## src/rtl/op_deser_pkg.sv

```systemverilog
// op_deser_pkg: shared types, width limits and width helpers for the
// op_deser serial-to-word deserializer.
package op_deser_pkg;

    // Legal WIDTH range; checked at elaboration in the top.
    localparam int WIDTH_MIN = 2;
    localparam int WIDTH_MAX = 32;

    // Output holding-register state.
    typedef enum logic {
        EMPTY = 1'b0,
        FULL  = 1'b1
    } ostate_e;

    // Bits needed to hold a ones count of 0..w inclusive.
    function automatic int cw_of(input int w);
        return $clog2(w + 1);
    endfunction

endpackage

```

## src/rtl/op_deser_if.sv

```systemverilog
// op_deser_if: serial input, flush, and word valid/ready output bundle.
// With OP_DESER_PARITY_EN defined the bundle also carries word_par.
interface op_deser_if
    import op_deser_pkg::*;
#(
    parameter int WIDTH = 8
);
    localparam int CW = cw_of(WIDTH);
    localparam int BW = $clog2(WIDTH);

    logic             bit_in;
    logic             bit_vld;
    logic             clr;
    logic [WIDTH-1:0] word_out;
    logic             word_vld;
    logic             word_rdy;
    logic [CW-1:0]    ones_cnt;
    logic [BW-1:0]    bit_cnt;
    logic             ovf;
`ifdef OP_DESER_PARITY_EN
    logic             word_par;
`endif

    // Producer of bits / consumer of words.
    modport master (
        output bit_in, bit_vld, clr, word_rdy,
        input  word_out, word_vld, ones_cnt, bit_cnt, ovf
`ifdef OP_DESER_PARITY_EN
        , input word_par
`endif
    );

    // The deserializer itself.
    modport slave (
        input  bit_in, bit_vld, clr, word_rdy,
        output word_out, word_vld, ones_cnt, bit_cnt, ovf
`ifdef OP_DESER_PARITY_EN
        , output word_par
`endif
    );

endinterface

```

## src/rtl/op_deser_shift.sv

```systemverilog
// op_deser_shift: fill path. Shifts qualified bits into a word, tracks the
// bit position and a running ones count, and flags the completing bit with
// a combinational done pulse so the top can load on that same edge.
module op_deser_shift
    import op_deser_pkg::*;
#(
    parameter  int WIDTH     = 8,
    parameter  bit MSB_FIRST = 1'b1,
    localparam int CW        = cw_of(WIDTH),
    localparam int BW        = $clog2(WIDTH)
) (
    input  logic             clk,
    input  logic             rst_n,
    input  logic             clr,
    input  logic             bit_in,
    input  logic             bit_vld,
    output logic [BW-1:0]    bit_cnt,
    output logic             done,
    output logic [WIDTH-1:0] done_word,
    output logic [CW-1:0]    done_ones
);

    logic [WIDTH-1:0] sh_q;
    logic [BW-1:0]    cnt_q;
    logic [CW-1:0]    ones_q;
    logic             last;

    // MSB-first pushes in at bit 0 so the first bit ends at the top;
    // LSB-first pushes in at the top so the first bit ends at bit 0.
    if (MSB_FIRST) begin : g_msb
        assign done_word = {sh_q[WIDTH-2:0], bit_in};
    end else begin : g_lsb
        assign done_word = {bit_in, sh_q[WIDTH-1:1]};
    end

    assign last      = (cnt_q == BW'(WIDTH - 1));
    assign done_ones = ones_q + CW'(bit_in);
    // A bit arriving with clr is discarded, so it cannot complete a word.
    assign done      = bit_vld & ~clr & last;
    assign bit_cnt   = cnt_q;

    // Fill state: advance on each qualified bit, restart after the last one.
    always_ff @(posedge clk or negedge rst_n) begin
        if (!rst_n) begin
            sh_q   <= '0;
            cnt_q  <= '0;
            ones_q <= '0;
        end else if (clr) begin
            sh_q   <= '0;
            cnt_q  <= '0;
            ones_q <= '0;
        end else if (bit_vld) begin
            sh_q <= done_word;
            if (last) begin
                cnt_q  <= '0;
                ones_q <= '0;
            end else begin
                cnt_q  <= cnt_q + 1'b1;
                ones_q <= done_ones;
            end
        end
    end

endmodule

```

## src/rtl/op_deser.sv

```systemverilog
// op_deser: collects the single-bit op stream into WIDTH-bit words with a
// ones count and presents them through a one-entry valid/ready holding
// register. A word completing while the register is held is dropped and
// latches the sticky ovf flag.
// Optional: define OP_DESER_PARITY_EN to add word_par (XOR of word_out).
module op_deser
    import op_deser_pkg::*;
#(
    parameter int WIDTH     = 8,
    parameter bit MSB_FIRST = 1'b1
) (
    input logic       clk,
    input logic       rst_n,
    op_deser_if.slave bus
);

    localparam int CW = cw_of(WIDTH);
    localparam int BW = $clog2(WIDTH);

    if (WIDTH < WIDTH_MIN || WIDTH > WIDTH_MAX) begin : g_bad_width
        $error("op_deser: WIDTH %0d outside %0d..%0d", WIDTH, WIDTH_MIN, WIDTH_MAX);
    end

    logic             done;
    logic [WIDTH-1:0] done_word;
    logic [CW-1:0]    done_ones;
    logic [BW-1:0]    bit_cnt;

    ostate_e          state_q;
    logic [WIDTH-1:0] word_q;
    logic [CW-1:0]    ones_q;
    logic             vld_q;
    logic             ovf_q;
`ifdef OP_DESER_PARITY_EN
    logic             par_q;
`endif

    op_deser_shift #(
        .WIDTH     (WIDTH),
        .MSB_FIRST (MSB_FIRST)
    ) u_shift (
        .clk       (clk),
        .rst_n     (rst_n),
        .clr       (bus.clr),
        .bit_in    (bus.bit_in),
        .bit_vld   (bus.bit_vld),
        .bit_cnt   (bit_cnt),
        .done      (done),
        .done_word (done_word),
        .done_ones (done_ones)
    );

    // Output FSM and holding register; loads on completion when the slot is
    // free or being drained this cycle, otherwise drops the word into ovf.
    always_ff @(posedge clk or negedge rst_n) begin
        if (!rst_n) begin
            state_q <= EMPTY;
            word_q  <= '0;
            ones_q  <= '0;
            vld_q   <= 1'b0;
            ovf_q   <= 1'b0;
`ifdef OP_DESER_PARITY_EN
            par_q   <= 1'b0;
`endif
        end else if (bus.clr) begin
            state_q <= EMPTY;
            vld_q   <= 1'b0;
            ovf_q   <= 1'b0;
        end else begin
            case (state_q)
                EMPTY: begin
                    if (done) begin
                        word_q  <= done_word;
                        ones_q  <= done_ones;
`ifdef OP_DESER_PARITY_EN
                        par_q   <= ^done_word;
`endif
                        vld_q   <= 1'b1;
                        state_q <= FULL;
                    end
                end
                FULL: begin
                    if (bus.word_rdy) begin
                        if (done) begin
                            word_q <= done_word;
                            ones_q <= done_ones;
`ifdef OP_DESER_PARITY_EN
                            par_q  <= ^done_word;
`endif
                        end else begin
                            vld_q   <= 1'b0;
                            state_q <= EMPTY;
                        end
                    end else if (done) begin
                        ovf_q <= 1'b1;
                    end
                end
                default: begin
                    vld_q   <= 1'b0;
                    state_q <= EMPTY;
                end
            endcase
        end
    end

    assign bus.word_out = word_q;
    assign bus.ones_cnt = ones_q;
    assign bus.word_vld = vld_q;
    assign bus.ovf      = ovf_q;
    assign bus.bit_cnt  = bit_cnt;
`ifdef OP_DESER_PARITY_EN
    assign bus.word_par = par_q;
`endif

endmodule

```

## src/flat_wrapper.sv

```systemverilog
// flat-port wrapper written by rule: the top's interface ports become plain ports
module op_deser_flat import op_deser_pkg::*;
#(
    parameter int WIDTH     = 8,
    parameter bit MSB_FIRST = 1'b1
)
  (clk, rst_n, bus_bit_in, bus_bit_vld, bus_clr, bus_word_rdy, bus_word_out, bus_word_vld, bus_ones_cnt, bus_bit_cnt, bus_ovf);
  op_deser_if #(.WIDTH(WIDTH)) bus_i ();
  input logic clk;
  input logic rst_n;
  input wire logic [$bits(bus_i.bit_in)-1:0] bus_bit_in;
  input wire logic [$bits(bus_i.bit_vld)-1:0] bus_bit_vld;
  input wire logic [$bits(bus_i.clr)-1:0] bus_clr;
  input wire logic [$bits(bus_i.word_rdy)-1:0] bus_word_rdy;
  output wire logic [$bits(bus_i.word_out)-1:0] bus_word_out;
  output wire logic [$bits(bus_i.word_vld)-1:0] bus_word_vld;
  output wire logic [$bits(bus_i.ones_cnt)-1:0] bus_ones_cnt;
  output wire logic [$bits(bus_i.bit_cnt)-1:0] bus_bit_cnt;
  output wire logic [$bits(bus_i.ovf)-1:0] bus_ovf;
  assign bus_i.bit_in = bus_bit_in;
  assign bus_i.bit_vld = bus_bit_vld;
  assign bus_i.clr = bus_clr;
  assign bus_i.word_rdy = bus_word_rdy;
  assign bus_word_out = bus_i.word_out;
  assign bus_word_vld = bus_i.word_vld;
  assign bus_ones_cnt = bus_i.ones_cnt;
  assign bus_bit_cnt = bus_i.bit_cnt;
  assign bus_ovf = bus_i.ovf;
  op_deser #(.WIDTH(WIDTH), .MSB_FIRST(MSB_FIRST)) u_core (.clk(clk), .rst_n(rst_n), .bus(bus_i));
endmodule
```

## config.mk

```make
export PLATFORM = sky130hd
export DESIGN_NAME = op_deser_flat
export DESIGN_NICKNAME = d
export VERILOG_FILES = /design/src/rtl/op_deser_pkg.sv /design/src/rtl/op_deser_if.sv /design/src/rtl/op_deser_shift.sv /design/src/rtl/op_deser.sv /design/src/flat_wrapper.sv
export SDC_FILE = /design/constraint.sdc
export NUM_CORES = 1
export LEC_CHECK = 0
export ABC_AREA = 1
export CORE_MARGIN = 3
export CORE_UTILIZATION = 50
export CTS_CLUSTER_DIAMETER = 30
export CTS_CLUSTER_SIZE = 25
export DETAILED_ROUTE_END_ITERATION = 12
export HOLD_SLACK_MARGIN = 0.02
export PLACE_DENSITY = 0.85
export SLEW_MARGIN = 20
export SYNTH_ARGS = -nofsm -noshare
export SYNTH_HDL_FRONTEND = slang
export SYNTH_HIERARCHICAL = 1
export SYNTH_SLANG_ARGS = --single-unit
```

## constraint.sdc

```tcl
create_clock -name clk -period 1.9 [get_ports clk]
set_clock_uncertainty 0.2 [all_clocks]
set_input_delay 0.38 -clock clk [delete_from_list [all_inputs] [get_ports clk]]
set_output_delay 0.38 -clock clk [all_outputs]
set_load 0.005 [all_outputs]
```

### Word-level counts from Yosys, hierarchy flattened

Cells that the tools add are included.

| storage, ports and cells | value |
|---|---|
| register bits | 29 |
| output and inout port bits | 17 |

| cells by class | value |
|---|---|
| add/sub/neg operators | 2 |
| equality and inequality tests | 6 |
| mux-type cells | 26 |
| bitwise gates (word level) | 4 |
| reduce and logical (&&, ||, !) cells | 6 |

Operator list:

| operator | count |
|---|---|
| $mux 4 | 5 |
| $mux 8 | 2 |
| $pmux 8 s2 | 1 |
| $mux 7 | 2 |
| $mux 1 | 10 |
| $mux 3 | 3 |
| $pmux 4 s2 | 1 |
| $ne 3x3->1 const B | 2 |
| $reduce_and 3->1 | 2 |
| $reduce_bool 2->1 | 3 |
| $add 4x1->4 | 1 |
| $ne 2x2->1 const B | 2 |
| $pmux 1 s2 | 2 |
| $add 3x1->3 const B | 1 |
| $eq 3x3->1 const B | 1 |
| $ne 3x2->1 const B | 1 |
| $and 1x1->1 | 2 |
| $not 1->1 | 2 |
| $reduce_and 2->1 | 1 |

### Depth between registers and ports, before layout

Gate-level depths: netlist of run 1.

| depth | value |
|---|---|
| depth after elaboration | 7 |
| gate-level depth with buffers | 10 |

### Cells and area by module

Netlist of run 1, hierarchy kept.

Modules (own cells, without submodules):

| module | instances | cells each | area an instance (um^2) | sequential area each (um^2) |
|---|---|---|---|---|
| op_deser_shift | 1 | 70 | 649.4 | 350.3 |
| op_deser | 1 | 69 | 623.1 | 375.4 |

### Worst setup path after synthesis of run 1

Ideal clock, no wire load.

| timing path | value |
|---|---|
| path kind | register to register |
| from | register u_core.u_shift.cnt_q[0], in the netlist u_core/u_shift/bit_cnt[0] |
| to | register u_core.ones_q[1], in the netlist u_core/bus.ones_cnt[1] |
| setup time | 0.116 ns |
| arrival | 1.402 ns |
| data required time | 1.584 ns |
| path slack | 0.181 ns |
| stages on the path, launching flop included | 11 |
| path buffers | 1 |
| clock period less this slack | 1.719 ns |
| path through | dfrtp_1 > ha_1 > ha_1 > inv_1 > nor2_1 > inv_2 > nor2_4 > nand2_2 > buf_6 > nand2_1 > nand2_1 |

| between the ends | value |
|---|---|
| word-level cells in the longest chain between the ends | 5 |

RTL lines:

| what | RTL line | text |
|---|---|---|
| from (decl) | op_deser_shift.sv:24 | `logic [BW-1:0] cnt_q;` |
| from (signal assigned) | op_deser_shift.sv:58 | `cnt_q <= cnt_q + 1'b1;` |
| $eq 3x3->1 * | op_deser_shift.sv:36 | `assign last = (cnt_q == BW'(WIDTH - 1));` |
| $and 1x1->1 * | op_deser_shift.sv:39 | `assign done = bit_vld & ~clr & last;` |
| named net u_core.done | op_deser.sv:24 | `logic done;` |
| $mux 4 * | -- |  |
| $mux 4 | -- |  |
| $pmux 4 s2 * | -- |  |
| to (signal assigned) | op_deser.sv:74 | `ones_q <= done_ones;` |
| to (signal assigned) | op_deser.sv:86 | `ones_q <= done_ones;` |
| to (decl) | op_deser.sv:31 | `logic [CW-1:0] ones_q;` |

The timed path passes the listed nets; every way through them passes the cells marked *. The select of a mux whose other input is x is not followed.
A chain may end at the register's enable or synchronous reset.

### Final worst setup path of run 1

| timing path | value |
|---|---|
| from | register u_core.u_shift.cnt_q[0], in the netlist u_core/u_shift/bit_cnt[0] |
| to | output port bus_bit_cnt[0] |

RTL lines:

| what | RTL line | text |
|---|---|---|
| to (decl) | flat_wrapper.sv:18 | `output wire logic [$bits(bus_i.bit_cnt)-1:0] bus_bit_cnt;` |

No word-level cell between the ends.

==> results of run 1 <==
## sequential cells by signal (all words and copies together) (netlist names)
| register | count |
|---|---|
| u_core/bus.word_out | 8 |
| u_core/u_shift/sh_q | 7 |
| u_core/u_shift/bit_cnt | 3 |
| u_core/bus.ones_cnt | 4 |
| u_core/bus.word_vld | 1 |
| u_core/u_shift/ones_q | 4 |
| u_core/bus.ovf | 1 |
| u_core/state_q | 1 |
## power by group through the flow
| stage | clock [mW] | combinational, mW | sequential (mW) |
|---|---|---|---|
| after floorplan | 0 | 0.0311 | 0.647 |
| after global routing | 0.389 | 0.0969 | 0.637 |
| after global placement | 0 | 0.0824 | 0.647 |
| after detailed placement | 0 | 0.0860 | 0.647 |
| final | 0.348 | 0.0858 | 0.635 |
| after CTS | 0.362 | 0.0865 | 0.635 |
## cell type report
cell class	instances	area (um^2)	share of cell area (%)
Clock buffer	8	48.8	3.01
Sequential cell	29	726	44.8
Inverter	15	56.3	3.47
Tap cell	28	35.0	2.16
Multi-Input combinational cell	91	472	29.1
Timing Repair Buffer	30	284	17.5
## worst max path at each step
stage | end | slack (ns) | cells past startpoint
after floorplan | u_core/bus.ones_cnt[1] | 0.18 | 10
after global placement | u_core/bus.ones_cnt[2] | -0.02 | 7
after detailed placement | u_core/bus.ones_cnt[2] | -0.08 | 7
after CTS | bus_bit_cnt[0] | 0.06 | 1
after global routing | u_core/bus.word_out[0] | -0.02 | 9
final | bus_bit_cnt[0] | 0.05 | 1
## Yosys cell counts, drive strengths merged
library cell	instances	area, um^2
and2	1	6.26
o22ai	5	31.3
o21ai	5	25.0
dfrtp	29	726
nor2	6	47.6
xnor2	1	8.76
inv	15	56.3
buf	4	31.3
nand4	1	6.26
a21oi	1	5.00
ha	4	50.1
nand3	16	80.1
nand2	51	199
## per-layer routing
metal  track usage [%]  wire, um  up-vias
met5                 0         0        -
met4              8.14        63        0
met3              7.13       163        7
met2              27.2      1170       33
met1              23.0      1110      485
li1                  -         -      510
## per-stage QoR
stage,power (mW),util (%),instances,hold slack (ns)
after floorplan,0.678,-,139,-0.116
after global placement,0.729,67.1,193,0.253
after detailed placement,0.733,67.1,193,0.257
after CTS,1.08,69.2,201,0.225
after global routing,1.12,69.9,201,0.235
final,1.07,69.9,201,0.226
## cell families after synthesis
logic type               after synthesis
XOR/XNOR                               1
AO/OA/AOI/OAI                         11
adder cells (fa/ha/maj)                4
buffers and inverters                 19
flip-flops                            29
AND/OR/NAND/NOR                       75
==> results.md, run 1 <==
- Status: complete, no violations
- Setup Viol. Count Final: 0
- First-pass iteration count of the detailed router: 4
- Avg WL per Cell: 12.5 um
- Switching pwr: 0.256 mW
- Syn Nets: 149
- Crit-path leading delay family: buffers and inverters
- Crit Path Class: reg2out
- Clk buf depth: 2
- RR Endpoint: u_core/bus.word_out[1]
- Syn-to-layout area delta: 27.4%
- Reg2reg start: u_core/u_shift/bit_cnt[0]
- Main combinational cell family by area after synthesis: simple AND/OR/NAND/NOR gates
- Critical path buffers and inverters: 1
- TritonCTS clock tree: yes
- Worst skew pair latency: 0.33 ns
- Yosys warnings: 6
- DIE AREA: 0.00319 mm^2
- Average cell area after synthesis: 9.15 um^2
- RD Place Congestion: 0.784
- Fmax: 542 MHz
- Max-cap viol count: 0
- Xor/xnor share of the synthesized area: 0.688%
- CTS Buf Count: 5
- Final #Nets: 182
- Synth cell types: 20
- HP Class: in2async
- Fraction of power spent switching nets: 24.0%
- H-tree depth: 2
- Mapped Area: 0.00127 mm^2
- Register area share after synthesis: 57.0%
- Tcrit/Tclk final: 97.1%
- Leak pwr: 0.829 nW
- Compound-gate portion of the synthesized area: 4.82%
- Largest net degree at the start of global routing: 30
- CP endpoint kind: output port
- Layout Cell Area excl Fill: 0.00162 mm^2
- Sequential power share: 59.4%
- Final hold vios: 0
- Fin crit period: 1.85 ns
- First-pass GRT wire length: 4350 um
- Number of antenna violations at the first check in global routing: 0
- Logic pwr share: 8.0%
- Place WS: -0.0765 ns
- DR iter-0 viols: 16
- Total core area: 0.00232 mm^2
- Crit path launch type: flip-flop
- FILL cells: 184
- Slew @ Worst Pin: 0.364 ns
- Final WS setup: 0.0545 ns
- Initial Util: 54.9%
- Post-CTS sizing: 0
- Pint: 0.813 mW
- Clock Pin Slew Worst Setup and Hold Paths: 0.09 ns
- GRT Residual Overflow: 0
- Antenna Cells: 0
- Via density: 5.15
- Simple-gate share of the synthesized area: 26.6%
- CTS Sinks: 29
- Layout cells sized above 1: 15.0%
- PortBufs: 22
- Die width: 56.4 um
- Vias: 1,035
- DRC: 0
- Vias in the first global route: 958
- # rows: 17
- CP Data Required Time: 1.32 ns
- Syn Inst Count: 139
- Commonest non-fill, non-tap cell in the layout: nand2_1
- Power per standard cell area: 659 mW/mm^2
- I/O pins: 23
- Number of setup buffers added after CTS: 0
- Flop-to-flop setup slack: 0.11 ns
- Commonest cells after routing, fill and taps aside: nand2_1 (48), dfrtp_1 (29), clkdlybuf4s50_1 (22)
- Critical Path, Cell by Cell: clkdlybuf4s50_1
- Final setup TNS: 0 ns
- Root Buffer: clkbuf_4
- CP max stage cell: clkdlybuf4s50_1
- Post-DRT Antenna Nets: 0
- Gr usage total: 18.1%
- Hpwl dp: 1860 um
- Worst Path Max Fanout: 4
- Worst IR drop on VDD: 0.496 mV
- CP arrival: 1.27 ns
- Hold_buf cts: 0
- Reg2Reg Depth: 9
- Clock power share: 32.6%
- Adder-Cell Fraction of Synth Area: 3.93%
- Total Wirelength: 2510 um
- Placed Area: 0.00156 mm^2
- Die height: 56.4 um
- Worst path max stage delay: 0.53 ns
- Worst slew margin: 75.7%
- Yosys reg bits: 29
- Crit path launch: u_core/u_shift/bit_cnt[0]
- Max-slew violation count: 0
- Post-synthesis mux area share: 0%
Power figures use the tool's default switching activity.
==> run 2, diff against run 1 <==
--- a/config.mk
+++ b/config.mk
@@ -11,6 +11,7 @@
 export CTS_CLUSTER_DIAMETER = 30
 export CTS_CLUSTER_SIZE = 25
 export DETAILED_ROUTE_END_ITERATION = 12
+export GPL_TIMING_DRIVEN = 0
 export HOLD_SLACK_MARGIN = 0.02
 export PLACE_DENSITY = 0.85
 export SLEW_MARGIN = 20
==> run 2 against run 1 <==
  * Count of clock-buffer cells in the layout stayed put
  * Sequential power barely moved
  * Largest power group unchanged
  * Critical endpoint is now u_core/bus.word_out[6]
  * First-iteration DRC count is 38% higher
  * Largest cell class unchanged
  * Power down 0.39%
  * Final cell count increased by 0.50%
==> results.md, run 2 (synthesis results as in run 1) <==
- Avg WL per Cell: 12.4 um (-0.34%)
- TritonCTS clock tree: yes
- Clk buf depth: 2 (unchanged)
- Setup Viol. Count Final: 0 (unchanged)
- Hold path cells: 2
- Post-Layout Cell Count: 202 (+0.50%)
- Commonest cells after routing, fill and taps aside: nand2_1 (48), dfrtp_1 (29), clkdlybuf4s50_1 (20)
- Critical Path, Cell by Cell: clkdlybuf4s50_1 > nand2_2 > nor2_4 > inv_2 > nor2_4 > nand2_2 > buf_6 > nand2_1 > nand2_1
- Via density: 5.00 (-3.0%)
- First-pass iteration count of the detailed router: 4 (unchanged)
- Power per standard cell area: 656 mW/mm^2 (-0.47%)
- Post-DRT Antenna Nets: 0 (unchanged)
- Slew @ Worst Pin: 0.633 ns (+0.269 ns)
- Max-slew violation count: 0 (unchanged)
- CP endpoint kind: flip-flop
- CTS Sinks: 29 (unchanged)
- Die height: 56.4 um (unchanged)
- Worst IR drop on VDD: 0.623 mV (+26%)
- Antenna Cells: 0 (unchanged)
- Layout Cell Area excl Fill: 0.00162 mm^2 (about the same)
- Status: complete, no violations
- Worst path max stage delay: 0.57 ns (+0.04 ns)
- Initial Util: 54.9% (unchanged)
- Hpwl dp: 1840 um (-1.2%)
- Fin crit period: 1.82 ns (-0.0208 ns)
- Fmax: 548 MHz (+1.1%)
- I/O pins: 23 (unchanged)
- GRT Residual Overflow: 0 (unchanged)
- Layout cells sized above 1: 15.5% (+0.49 points)
- # rows: 17 (unchanged)
- Commonest non-fill, non-tap cell in the layout: nand2_1
- Die width: 56.4 um (unchanged)
- Gr usage total: 17.6% (-0.55 points)
- CP arrival: 1.84 ns (+0.57 ns)
- Crit Path Class: in2reg
- Cells after DPL: 189 (-2.1%)
- RR Endpoint: u_core/bus.word_out[6]
- Reg2Reg Depth: 10 (+1)
- CP Data Required Time: 1.91 ns (+0.59 ns)
- Vias: 1,009 (-2.5%)
- Root Buffer: clkbuf_4
- H-tree depth: 2 (unchanged)
- Reg2reg start: u_core/u_shift/bit_cnt[0]
- Hold EP: u_core/bus.word_out[4]
- Crit path launch type: primary input
- Largest net degree at the start of global routing: 30 (unchanged)
- Leak pwr: 0.831 nW (+0.18%)
- DIE AREA: 0.00319 mm^2 (unchanged)
- DRC: 0 (unchanged)
- DR iter-0 viols: 22 (+6)
- Worst slew margin: 57.8% (-18 points)
- Placed Area: 0.00152 mm^2 (-2.2%)
- Worst skew pair latency: 0.33 ns (about the same)
- PortBufs: 22 (unchanged)
- Total Wirelength: 2510 um (+0.16%)
- FILL cells: 179 (-2.7%)
- Max-cap viol count: 0 (unchanged)
- HP Class: reg2reg
- Clock Pin Slew Worst Setup and Hold Paths: 0.08 ns (about the same)
- Hold Crit Start: u_core/bus.word_out[4]
- Tcrit/Tclk final: 96.0% (-1.1 points)
- Vias in the first global route: 964 (+0.63%)
- Worst Path Max Fanout: 10 (+6)
- Final #Nets: 183 (+0.55%)
- Flop-to-flop setup slack: 0.09 ns (-0.02 ns)
- Total core area: 0.00232 mm^2 (unchanged)
- Number of antenna violations at the first check in global routing: 0 (unchanged)
- First-pass GRT wire length: 4260 um (-2.1%)
- CTS Buf Count: 5 (unchanged)
- CP max stage cell: clkdlybuf4s50_1
- Largest register FFs: 8 (unchanged)
- Syn-to-layout area delta: 27.5% (about the same)
- Final hold vios: 0 (unchanged)
- RD Place Congestion: 0.746 (-4.8%)
-- run 2: how the worst max path moves through the flow --
stage | cells past startpoint | start | to
after floorplan | 10 | u_core/u_shift/bit_cnt[0] | u_core/bus.ones_cnt[1]
after global placement | 10 | bus_clr | u_core/bus.word_out[2]
after detailed placement | 10 | bus_clr | u_core/bus.word_out[6]
after CTS | 10 | u_core/u_shift/bit_cnt[0] | u_core/bus.word_out[6]
after global routing | 10 | u_core/u_shift/bit_cnt[0] | u_core/bus.word_out[4]
final | 9 | bus_bit_vld | u_core/bus.word_out[6]
-- run 2: timing repair --
action                                 in CTS  in global routing
setup endpoints to repair                  11                 11
gates resized for setup                     2                  3
buffers inserted                            0                  4
hold buffers                                1                  0
endpoints found under the hold margin      29                  0
pin swaps                                   0                  2
-- run 2: per-stage QoR --
step                      power (mW)  setup TNS, ns  worst slack [ns]  hold slack (ns)  utilization (%)
final                           1.06              0            0.0753            0.278             70.0
after global routing            1.13         -0.213           -0.0292            0.304             70.0
after detailed placement       0.725          -5.32            -0.430            0.236             65.7
after global placement         0.723          -9.34            -0.385            0.253             65.9
after floorplan                0.678              0             0.181           -0.116                -
after CTS                       1.08              0            0.0235            0.281             68.3
-- run 2: worst max-delay path: cells and delay by family --
| family | cells | cell delay [ns] |
|---|---|---|
| buffers and inverters | 3 | 0.78 |
| AND/OR/NAND/NOR | 6 | 0.67 |
-- run 2: final cells by class --
type                            count  area (um^2)  share of cell area (%)
Timing Repair Buffer               27          254                    15.7
Sequential cell                    29          726                    44.7
Buffer                              4         31.3                    1.93
Inverter                           15         56.3                    3.47
Multi-Input combinational cell     91          472                    29.1
Clock buffer                        8         48.8                    3.01
Tap cell                           28         35.0                    2.16
-- run 2: power by group --
part	internal, mW	switching (mW)
Clock	0.147	0.201
Sequential	0.627	0.00761
Combinational	0.0346	0.0477
-- run 2: per-layer routing --
metal	track usage, %	up-vias	wire length, um
met5	0	-	0
met4	8.14	0	51
met3	6.44	5	136
met2	28.9	31	1230
met1	20.2	461	1100
li1	-	512	-
==> run 3, diff against run 2 <==
--- a/config.mk
+++ b/config.mk
@@ -5,15 +5,13 @@
 export SDC_FILE = /design/constraint.sdc
 export NUM_CORES = 1
 export LEC_CHECK = 0
-export ABC_AREA = 1
 export CORE_MARGIN = 3
-export CORE_UTILIZATION = 50
+export CORE_UTILIZATION = 51
 export CTS_CLUSTER_DIAMETER = 30
 export CTS_CLUSTER_SIZE = 25
 export DETAILED_ROUTE_END_ITERATION = 12
-export GPL_TIMING_DRIVEN = 0
 export HOLD_SLACK_MARGIN = 0.02
-export PLACE_DENSITY = 0.85
+export PLACE_DENSITY = 0.86
 export SLEW_MARGIN = 20
 export SYNTH_ARGS = -nofsm -noshare
 export SYNTH_HDL_FRONTEND = slang
==> run 3 against run 2 <==
  * Routed wire length is 0.84% lower
  * Combinational power grew 9.2%
  * Worst setup slack got worse by 0.073 ns
  * Power rose by 2.0%
  * Area after synthesis is 1.7% higher
  * Via count is 12% lower
  * First-iteration DRC count down 55%
  * Clock power up 5%
  * Register-to-register slack worse by 0.09 ns
  * Critical endpoint is now u_core/bus.ones_cnt[0]
  * Highest routed layer unchanged
==> results.md, run 3 <==
- Most frequent cell after synthesis: dfrtp_1
- Hold WS: 0.248 ns (-0.0302 ns)
- Setup Viol. Count Final: 0 (unchanged)
- Final hold vios: 0 (unchanged)
- Worst skew pair latency: 0.31 ns (-0.02 ns)
- Post-Layout Cell Count: 166 (-18%)
- Final setup TNS: 0 ns (unchanged)
- Power per standard cell area: 634 mW/mm^2 (-3.4%)
- Worst slew margin: 76.0% (+18 points)
- Reg2Reg Depth: 7 (-3)
- Leak pwr: 0.836 nW (+0.63%)
- Layout cells sized above 1: 29.7% (+14 points)
- Synth cell count leaders: dfrtp_1 (29), nor2_1 (16), mux2_2 (12)
- Max-cap viol count: 0 (unchanged)
- Syn Nets: 111 (-26%)
- Die height: 56.4 um (-0.14%)
- Antenna Cells: 0 (unchanged)
- # rows: 17 (unchanged)
- Fmax: 527 MHz (-3.8%)
- CP arrival: 1.90 ns (+0.06 ns)
- Syn Inst Count: 101 (-27%)
- Sequential cell area: 726 um^2 (unchanged)
- Worst Path Max Fanout: 12 (+2)
- CTS Buf Count: 5 (unchanged)
- CP endpoint kind: flip-flop
- Wire length on met1: 1120 um (+2.2%)
- Initial Util: 55.8% (+0.92 points)
- Post-synth top area cell: dfrtp_1
- Max-slew violation count: 0 (unchanged)
- Critical Path, Cell by Cell: ha_2 > ha_4 > nand2_2 > nor2_4 > nor3b_4 > buf_12 > mux2_2
- Multi-input gate area: 562 um^2 (+19%)
- CP max stage cell: dfrtp_1
- First-pass iteration count of the detailed router: 4 (unchanged)
- Yosys reg bits: 29 (unchanged)
- Total core area: 0.00232 mm^2 (unchanged)
- H-tree depth: 2 (unchanged)
- Clk buf depth: 2 (unchanged)
- Cells after DPL: 159 (-16%)
- Hpwl dp: 1760 um (-4.1%)
- Top FF cell, synth: dfrtp_1
- Crit-path leading delay family: simple AND/OR/NAND/NOR gates
- Flop-to-flop setup slack: 0.003 ns (-0.09 ns)
- Clock Pin Slew Worst Setup and Hold Paths: 0.09 ns (about the same)
- Status: complete, no violations
- Vias: 884 (-12%)
- Unrepaired setup endpoints after global routing: yes
- Number of antenna violations at the first check in global routing: 0 (unchanged)
- Commonest cells after routing, fill and taps aside: dfrtp_1 (29), clkdlybuf4s50_1 (20), nor2_1 (15)
- Synth cell types: 25 (+25%)
- DIE AREA: 0.00318 mm^2 (-0.28%)
- Worst path max stage delay: 0.37 ns (-0.20 ns)
- CP Data Required Time: 1.90 ns (about the same)
- HP Class: in2async
- Slew @ Worst Pin: 0.360 ns (-0.273 ns)
- Area share of the leading cell type in the synthesized netlist: 56.1% (-0.94 points)
- RD Place Congestion: 0.708 (-5.1%)
- Vias in the first global route: 959 (-0.52%)
- EDFF count, synth: 0 (unchanged)
- I/O pins: 23 (unchanged)
- Root Buffer: clkbuf_4
- Crit path launch type: flip-flop
- Async SR Flop Fraction: 100% (unchanged)
- RR Endpoint: u_core/bus.ones_cnt[0]
- Largest register FFs: 8 (unchanged)
- Critical path buffers and inverters: 1 (-2)
- Commonest non-fill, non-tap cell in the layout: dfrtp_1
- DRC: 0 (unchanged)
- Final #Nets: 148 (-19%)
- FILL cells: 154 (-14%)
- Register area share after synthesis: 56.1% (-0.94 points)
- Total power: 1.09 mW (+2.0%)
- Mapped Area: 0.00129 mm^2 (+1.7%)
- Total Wirelength: 2490 um (-0.84%)
- Tcrit/Tclk final: 99.9% (+3.8 points)
- PortBufs: 22 (unchanged)
- Gr usage total: 18.4% (+0.86 points)
- Die width: 56.4 um (-0.14%)
- Ranking of synthesized cells by area: dfrtp_1 (56%), mux2_2 (10%), mux2i_1 (7.0%), nor2_1 (4.6%), ha_1 (3.9%)
- Average cell area after synthesis: 12.8 um^2 (+40%)
- TritonCTS clock tree: yes
- GRT Residual Overflow: 0 (unchanged)
- DR iter-0 viols: 10 (-55%)
- Crit Path Class: reg2reg
- First-pass GRT wire length: 4500 um (+5.7%)
- Via density: 5.33 (+6.6%)
- Largest net degree at the start of global routing: 30 (unchanged)
- CTS Sinks: 29 (unchanged)
- Post-DRT Antenna Nets: 0 (unchanged)
- Fin crit period: 1.90 ns (+0.0727 ns)
- Yosys warnings: 6 (unchanged)
- Reg2reg start: u_core/u_shift/bit_cnt[1]
- Worst IR drop on VDD: 0.567 mV (-9.1%)
- Syn-to-layout area delta: 32.4%
- Avg WL per Cell: 15.0 um (+21%)
- WL met2: 1240 um (+0.90%)
- Met3 WL: 104 um (-24%)
- Top sig layer: met4
[run 3: repair_timing]
| item | CTS | global route |
|---|---|---|
| gates resized for setup | 0 | 3 |
| hold buffers | 0 | 0 |
| setup endpoints to repair | 13 | 15 |
| buffers inserted | 0 | 0 |
| pin swaps | 1 | 0 |
[run 3: per-layer routing]
layer	vias up	track usage [%]
met5	-	0
met2	19	30.1
met3	4	5.29
li1	423	-
met1	438	22.8
met4	0	7.80
[run 3: cells by family after synthesis]
kind of cell | share of synthesized area, %
muxes | 17.4
DFF | 56.1
xor gates and xnor gates | 1.35
AOI/OAI and AO/OA | 3.29
and+or+nand+nor | 15.3
buffers and inverters | 2.71
adders and majority gates | 3.87
[run 3: power breakdown]
| part | switching [mW] | total (mW) | internal [mW] |
|---|---|---|---|
| sequential | 0.00608 | 0.631 | 0.625 |
| clock | 0.190 | 0.365 | 0.174 |
| combinational | 0.0472 | 0.0899 | 0.0427 |
[run 3: area by class of cell]
cell class | instances | area share [%]
multi-input cells | 67 | 32.8
flip-flops and latches | 29 | 42.4
repair buffers | 35 | 19.6
well taps | 28 | 2.05
clock buffers | 7 | 3.21
[run 3: how the worst max path moves through the flow]
| stage | slack, ns | depth (start not counted) | endpoint | startpoint |
|---|---|---|---|---|
| 2_1_floorplan | -0.06 | 7 | u_core/bus.ones_cnt[1] | u_core/u_shift/bit_cnt[0] |
| 3_3_place_gp | -0.20 | 5 | u_core/u_shift/ones_q[3] | bus_bit_in |
| 3_5_place_dp | -0.23 | 5 | u_core/u_shift/ones_q[3] | bus_bit_in |
| 4_1_cts | -0.02 | 7 | u_core/bus.ones_cnt[0] | u_core/u_shift/bit_cnt[1] |
| 5_1_grt | -0.08 | 7 | u_core/bus.ones_cnt[2] | u_core/u_shift/bit_cnt[1] |
| 6_report | 0.003 | 7 | u_core/bus.ones_cnt[0] | u_core/u_shift/bit_cnt[1] |
[run 3: per-stage QoR]
stage	setup slack [ns]	instance area (um^2)	utilization, %
3_3_place_gp	-0.196	1650	71.1
4_1_cts	-0.0203	1700	73.5
5_1_grt	-0.0817	1710	73.9
2_1_floorplan	-0.0642	1320	-
3_5_place_dp	-0.232	1650	71.1
6_report	0.00259	1710	73.9
